## src/rtl/nx_fifo_rd_prefetch.sv

```systemverilog
// Read-side prefetch for nx_fifo_ctrl: issues ren, absorbs RAM read latency and
// presents FIFO words as a valid/ready stream through a small in-order skid buffer.
module nx_fifo_rd_prefetch #(
  parameter int DATA_WIDTH = 32,
  parameter int RD_LATENCY = 1
) (
  input  logic                  clk,
  input  logic                  rst_n,
  input  logic                  clear,
  input  logic                  fifo_empty,
  output logic                  fifo_ren,
  input  logic [DATA_WIDTH-1:0] ram_rdata,
  output logic                  out_valid,
  input  logic                  out_ready,
  output logic [DATA_WIDTH-1:0] out_data,
  output logic [1:0]            occupancy
);

  localparam int CAP = RD_LATENCY + 1;
  localparam int IW  = $clog2(CAP);

  logic [RD_LATENCY-1:0] vld_pipe_q, vld_pipe_d;
  logic [DATA_WIDTH-1:0] skid_q [CAP];
  logic [IW-1:0]         wr_idx_q, wr_idx_d;
  logic [IW-1:0]         rd_idx_q, rd_idx_d;
  logic [1:0]            cnt_q, cnt_d;
  logic [1:0]            occ_q, occ_d;
  logic                  pop;
  logic                  ren;
  logic                  skid_wr;

  function automatic logic [IW-1:0] idx_inc(input logic [IW-1:0] idx);
    return (idx == IW'(CAP - 1)) ? '0 : idx + IW'(1);
  endfunction

  assign out_valid = (cnt_q != 2'd0);
  assign pop       = out_valid & out_ready;
  assign out_data  = skid_q[rd_idx_q];
  assign occupancy = occ_q;
  assign skid_wr   = vld_pipe_q[RD_LATENCY-1];

  // Subtracting this cycle's pop lets a full buffer keep issuing at full rate.
  assign ren = rst_n & ~clear & ~fifo_empty &
               (({1'b0, occ_q} - {2'b00, pop}) < 3'(CAP));
  assign fifo_ren = ren;

  always_comb begin
    vld_pipe_d    = '0;
    vld_pipe_d[0] = ren;
    for (int i = 1; i < RD_LATENCY; i++) begin
      vld_pipe_d[i] = vld_pipe_q[i-1];
    end
    wr_idx_d = skid_wr ? idx_inc(wr_idx_q) : wr_idx_q;
    rd_idx_d = pop ? idx_inc(rd_idx_q) : rd_idx_q;
    cnt_d    = cnt_q + 2'(skid_wr) - 2'(pop);
    occ_d    = occ_q + 2'(ren) - 2'(pop);
    if (clear) begin
      vld_pipe_d = '0;
      wr_idx_d   = '0;
      rd_idx_d   = '0;
      cnt_d      = '0;
      occ_d      = '0;
    end
  end

  always_ff @(posedge clk) begin
    if (!rst_n) begin
      vld_pipe_q <= '0;
      wr_idx_q   <= '0;
      rd_idx_q   <= '0;
      cnt_q      <= '0;
      occ_q      <= '0;
    end else begin
      vld_pipe_q <= vld_pipe_d;
      wr_idx_q   <= wr_idx_d;
      rd_idx_q   <= rd_idx_d;
      cnt_q      <= cnt_d;
      occ_q      <= occ_d;
    end
  end

  // Data storage carries no reset; out_valid gates its use.
  always_ff @(posedge clk) begin
    if (skid_wr) begin
      skid_q[wr_idx_q] <= ram_rdata;
    end
  end

  a_no_skid_overflow: assert property (@(posedge clk) disable iff (!rst_n)
    !(skid_wr && (cnt_q == 2'(CAP)) && !pop));

endmodule

```

## config.mk

```make
export PLATFORM = sky130hd
export DESIGN_NAME = nx_fifo_rd_prefetch
export DESIGN_NICKNAME = d
export VERILOG_FILES = /design/src/rtl/nx_fifo_rd_prefetch.sv
export SDC_FILE = /design/constraint.sdc
export NUM_CORES = 1
export LEC_CHECK = 0
export ABC_CLOCK_PERIOD_IN_PS = 3600
export CORE_MARGIN = 5
export CORE_UTILIZATION = 30
export DETAILED_ROUTE_END_ITERATION = 6
export PLACE_DENSITY = 0.59
export SLEW_MARGIN = 20
export SYNTH_ARGS = -nofsm -noshare
export SYNTH_HDL_FRONTEND = slang
export SYNTH_SLANG_ARGS = --single-unit
```

## constraint.sdc

```tcl
create_clock -name clk -period 3.6 [get_ports clk]
set_input_delay 0.9 -clock clk [delete_from_list [all_inputs] [get_ports clk]]
set_output_delay 0.9 -clock clk [all_outputs]
set_load 0.05 [all_outputs]
```

Word-level counts from Yosys, hierarchy flattened
Memories as Yosys holds them, arrays and structs flattened. A register that Yosys moved wholly into a read port is not among the register bits.
Index checks and enable logic that the tools add are counted.
{"block": "totals", "ff_bits": 7, "latch_bits": 0, "ram_bits": 64, "romBits": 0, "in_bits": 37, "wordCells": 29, "n_memories": 1}
{"memory": "skid_q", "words": 2, "word_bits": 32, "rd": 1, "rd_clocked_by_memory_dff": 1, "write_ports": 1, "line_no": "23", "source": "logic [DATA_WIDTH-1:0] skid_q [CAP];"}
{"block": "classes", "addsub": 7, "n_mul": 0, "n_div": 0, "order_cmp": 1, "n_eq_ne": 0, "shifts": 0, "mux": 6, "n_bitwise": 7, "reduce_logical": 2}
{"cell": "$mux W1", "n": 6}
{"cell": "$add A2 B1 Y2", "n": 2}
{"cell": "$and A1 B1 Y1", "n": 4}
{"cell": "$sub A2 B1 Y2", "n": 2}
{"cell": "$lt A3 B2 Y1 const B", "n": 1}
{"cell": "$not A1 Y1", "n": 3}
{"cell": "$sub A2 B1 Y3", "n": 1}
{"cell": "$add A1 B1 Y1 const B", "n": 2}
{"cell": "$reduce_bool A2 Y1", "n": 1}
{"cell": "$reduce_or A2 Y1", "n": 1}

Logic depth before layout (Yosys ltp)
{"block": "depth", "word_depth": 7, "mapped_depth": 7, "mapped_depth_nobuf": 7}

Worst setup path before layout
OpenSTA, ideal clock, no wires.
{"block": "synth_timing", "path_type": "input to output", "from": "in out_ready", "to": "out fifo_ren", "arrival_time_ns": 2.604, "t_required_ns": 2.700, "path_slack_ns": 0.096, "cell_stages": 4, "path_cell_list": "o21a_1 ha_1 xor2_1 nor3_1"}
{"block": "synth_between", "elab_chain_len": 4}
{"item": "start: declaration", "line_no": "14", "source": "input logic out_ready,"}
{"item": "$and A1 B1 Y1", "line_no": "37", "source": "assign pop = out_valid & out_ready;"}
{"item": "$sub A2 B1 Y3", "line_no": "44", "source": "(({1'b0, occ_q} - {2'b00, pop}) < 3'(CAP));"}
{"item": "$lt A3 B2 Y1", "line_no": "44"}
{"item": "$and A1 B1 Y1", "line_no": "43", "source": "assign ren = rst_n & ~clear & ~fifo_empty &"}
{"item": "end: declaration", "line_no": "11", "source": "output logic fifo_ren,"}
No other way between the ends.

Worst setup path after layout
Ends and elaborated chain as after synthesis.

==> out/metrics.cfg <==
[timing]
slew_headroom=0.342
finalCritPeriodShare=0.932
drv_slew=0
skew_ns=0.00863
tns_ns=0
worst_pin_slew_ns=0.985
rsz0062_at_grt=no
fmax_mhz=298
finalCriticalPeriod_ns=3.36
finalSetupViolations=0
finalHoldViolCount=0

[clocking]
cts_setup_buffers=0
cts_buffer_depth=2
cts_resized=0
cts_made_buffers=9
root_buffer=clkbuf_8
h-tree-depth=3
cts_tree=done
insertion_delay_ns=0.34
cts_num_sinks=72
path_clk_slew_ns=0.07
cts_hold_buffers=0

[route]
drcViolationCount=0
met1_length_um=2020
vias=1433
drt-total-wl_um=4790
ant_nets=0
dr.pass1.iters=4
routedWlPerCell_um=13.6
drt_iter0_drc=26
met3_length_um=349
wl_met2_um=2340
top_layer=met4
via_per_inst=4.06

[critical_path]
cp_max_fo=4
reg2reg_depth=7
reg2reg_from=cnt_q[0]
arrival_ns=2.46
r2r_setup_slack_ns=1.65
worstSetupPathType=primary input to output port
startpoint_type=primary input
timing.critical_path.required_ns=2.70
r2r-end=occupancy[1]
worstSetupEndpointType=output port

[min_path]
hold_start=rd_idx_q
hold_class=register to register
whs_path_depth=2

[synthesis]
synth_seq_cells=72
ys_seq_area_frac=0.729
synth_area_per_cell_um2=20.7
synthSimpleGateAreaFrac=0.0241
synth-xor-area-share=0.0219
syn_nets=179
syn_inst=138
synth_compound_area_frac=0.00263
synthTopCellsByArea=edfxtp_1 67%, mux2_4 16%, dfxtp_1 5.6%, buf_12 2.1%, ha_1 1.8%
muxShareOfSynthArea=0.173
synth_warnings=0
yosysMostFrequentCell=edfxtp_1
synth_area_um2=2860
async_flop_share=0
synth_flop_cell=edfxtp_1
synth-adder-area-share=0.0175
synth_top_cell_by_area=edfxtp_1
synth_commonest_cells=64 x edfxtp_1, 30 x mux2_4, 8 x dfxtp_1
synth_edf_count=64
ys_types=20
synth_top_area_share=0.673
synth_top_family_by_area=multiplexers

[grt]
grt_pass1_vias=1543
grt_max_degree=33
grt_pass1_wl_um=7650
grt_util_all_layers=0.0893
antenna_found_initial=0
overflow=0

[placement]
routabilityCongestion=0.668
place_hpwl_um=3130
portBuffers=72

[die]
die_h_um=108
fp.coreArea_um2=9280
io_pins=73
fp.dieArea_um2=11600
initial_core_util=0.308
die_x_um=108
rows=35

[layout]
drive_above_1_share=0.237
syn2layout_area_growth_pct=36.2
diodes=0
nNetsFinal=260

[power_and_ir_drop]
p_per_area_nw_per_um2=437
finalPower_mw=1.70
ir_worst_vdd_mv=0.131
leakagePower_nw=1.38

[outcome]
run_status=finished, final reports clean

[flow_run]
max_cap_violations=0

[power by group]
| group | internal, mW | switching (mW) | leakage, nW |
|---|---|---|---|
| clock network | 0.321 | 0.285 | 0.0973 |
| registers | 0.925 | 0.00430 | 0.646 |
| logic | 0.0813 | 0.0850 | 0.632 |
| total | 1.33 | 0.374 | 1.38 |
[per-layer routing]
metal  global-route usage  vias up
li1                     -      689
met3               0.0384       10
met2                0.144       47
met1               0.0998      687
met5                    0        -
met4               0.0460        0
[critical path, cell delays in order]
cell and delay, ns:
clkdlybuf4s50_1 0.45, o21a_1 0.21, ha_1 0.21, xor2_1 0.09, nor3_1 0.40, buf_12 0.20
[registers in the layout, indices dropped and copies added (netlist names), named ones only]
register and count:
cnt_q 2, occupancy 2, rd_idx_q 1, wr_idx_q 1
skid_wr 1, skid_q 64
[placed cells by master, fill, tap and decap left out]
cell type / instances
buf_12: 1
clkdlybuf4s50_1: 71
dfxtp_1: 7
clkbuf_1: 2
ha_1: 4
and2_2: 1
nor2_1: 5
bufinv_16: 1
inv_1: 6
edfxtp_1: 64
clkinv_2: 2
nand3b_1: 1
or3b_1: 1
buf_4: 2
xnor3_1: 2
clkinv_4: 2
nor3_1: 2
or2b_1: 1
mux2_2: 2
clkbuf_8: 9
xor2_1: 1
mux2i_1: 2
nor2_4: 1
dfxtp_2: 1
xnor2_1: 1
mux2_4: 30
or2_2: 1
o21a_1: 1
[metrics by stage]
stage | util | hold slack, ns | setup WS (ns) | cell area (um2) | instances
final | 0.419 | 0.518 | 0.245 | 3890 | 353
after global routing | 0.419 | 0.564 | 0.109 | 3890 | 353
after CTS | 0.419 | 0.523 | 0.221 | 3890 | 353
after detailed placement | 0.399 | 0.513 | 0.239 | 3700 | 337
after global placement | 0.399 | 0.524 | 0.246 | 3700 | 337
after floorplan | - | 0.481 | 0.0959 | 2860 | 138
[final cells by class]
type                    instances  area [um2]
flip-flops and latches         72        2080
clock inverters                 5        57.6
multi-input cells              56         691
inverters                       6        22.5
clock buffers                  11         131
fillers                       871        5390
well taps                     129         161
repair buffers                 74         746
[cells by family (layout without fill, tap and decap cells)]
kind of cell,after synthesis,count (layout)
muxes,34,34
AOI/OAI and AO/OA,1,1
adders and majority gates,4,4
buffers and inverters,10,96
and+or+nand+nor,13,13
xor gates and xnor gates,4,4
DFF,72,72
[how the worst max path moves through the flow]
| stage | startpoint | end | slack, ns | cells after the start |
|---|---|---|---|---|
| after detailed placement | out_ready | fifo_ren | 0.24 | 6 |
| after global placement | out_ready | fifo_ren | 0.25 | 6 |
| final | out_ready | fifo_ren | 0.24 | 6 |
| after CTS | out_ready | fifo_ren | 0.22 | 6 |
| after global routing | out_ready | fifo_ren | 0.11 | 6 |
| after floorplan | out_ready | fifo_ren | 0.1 | 4 |
Note: power is estimated with default switching activity, not from simulation.
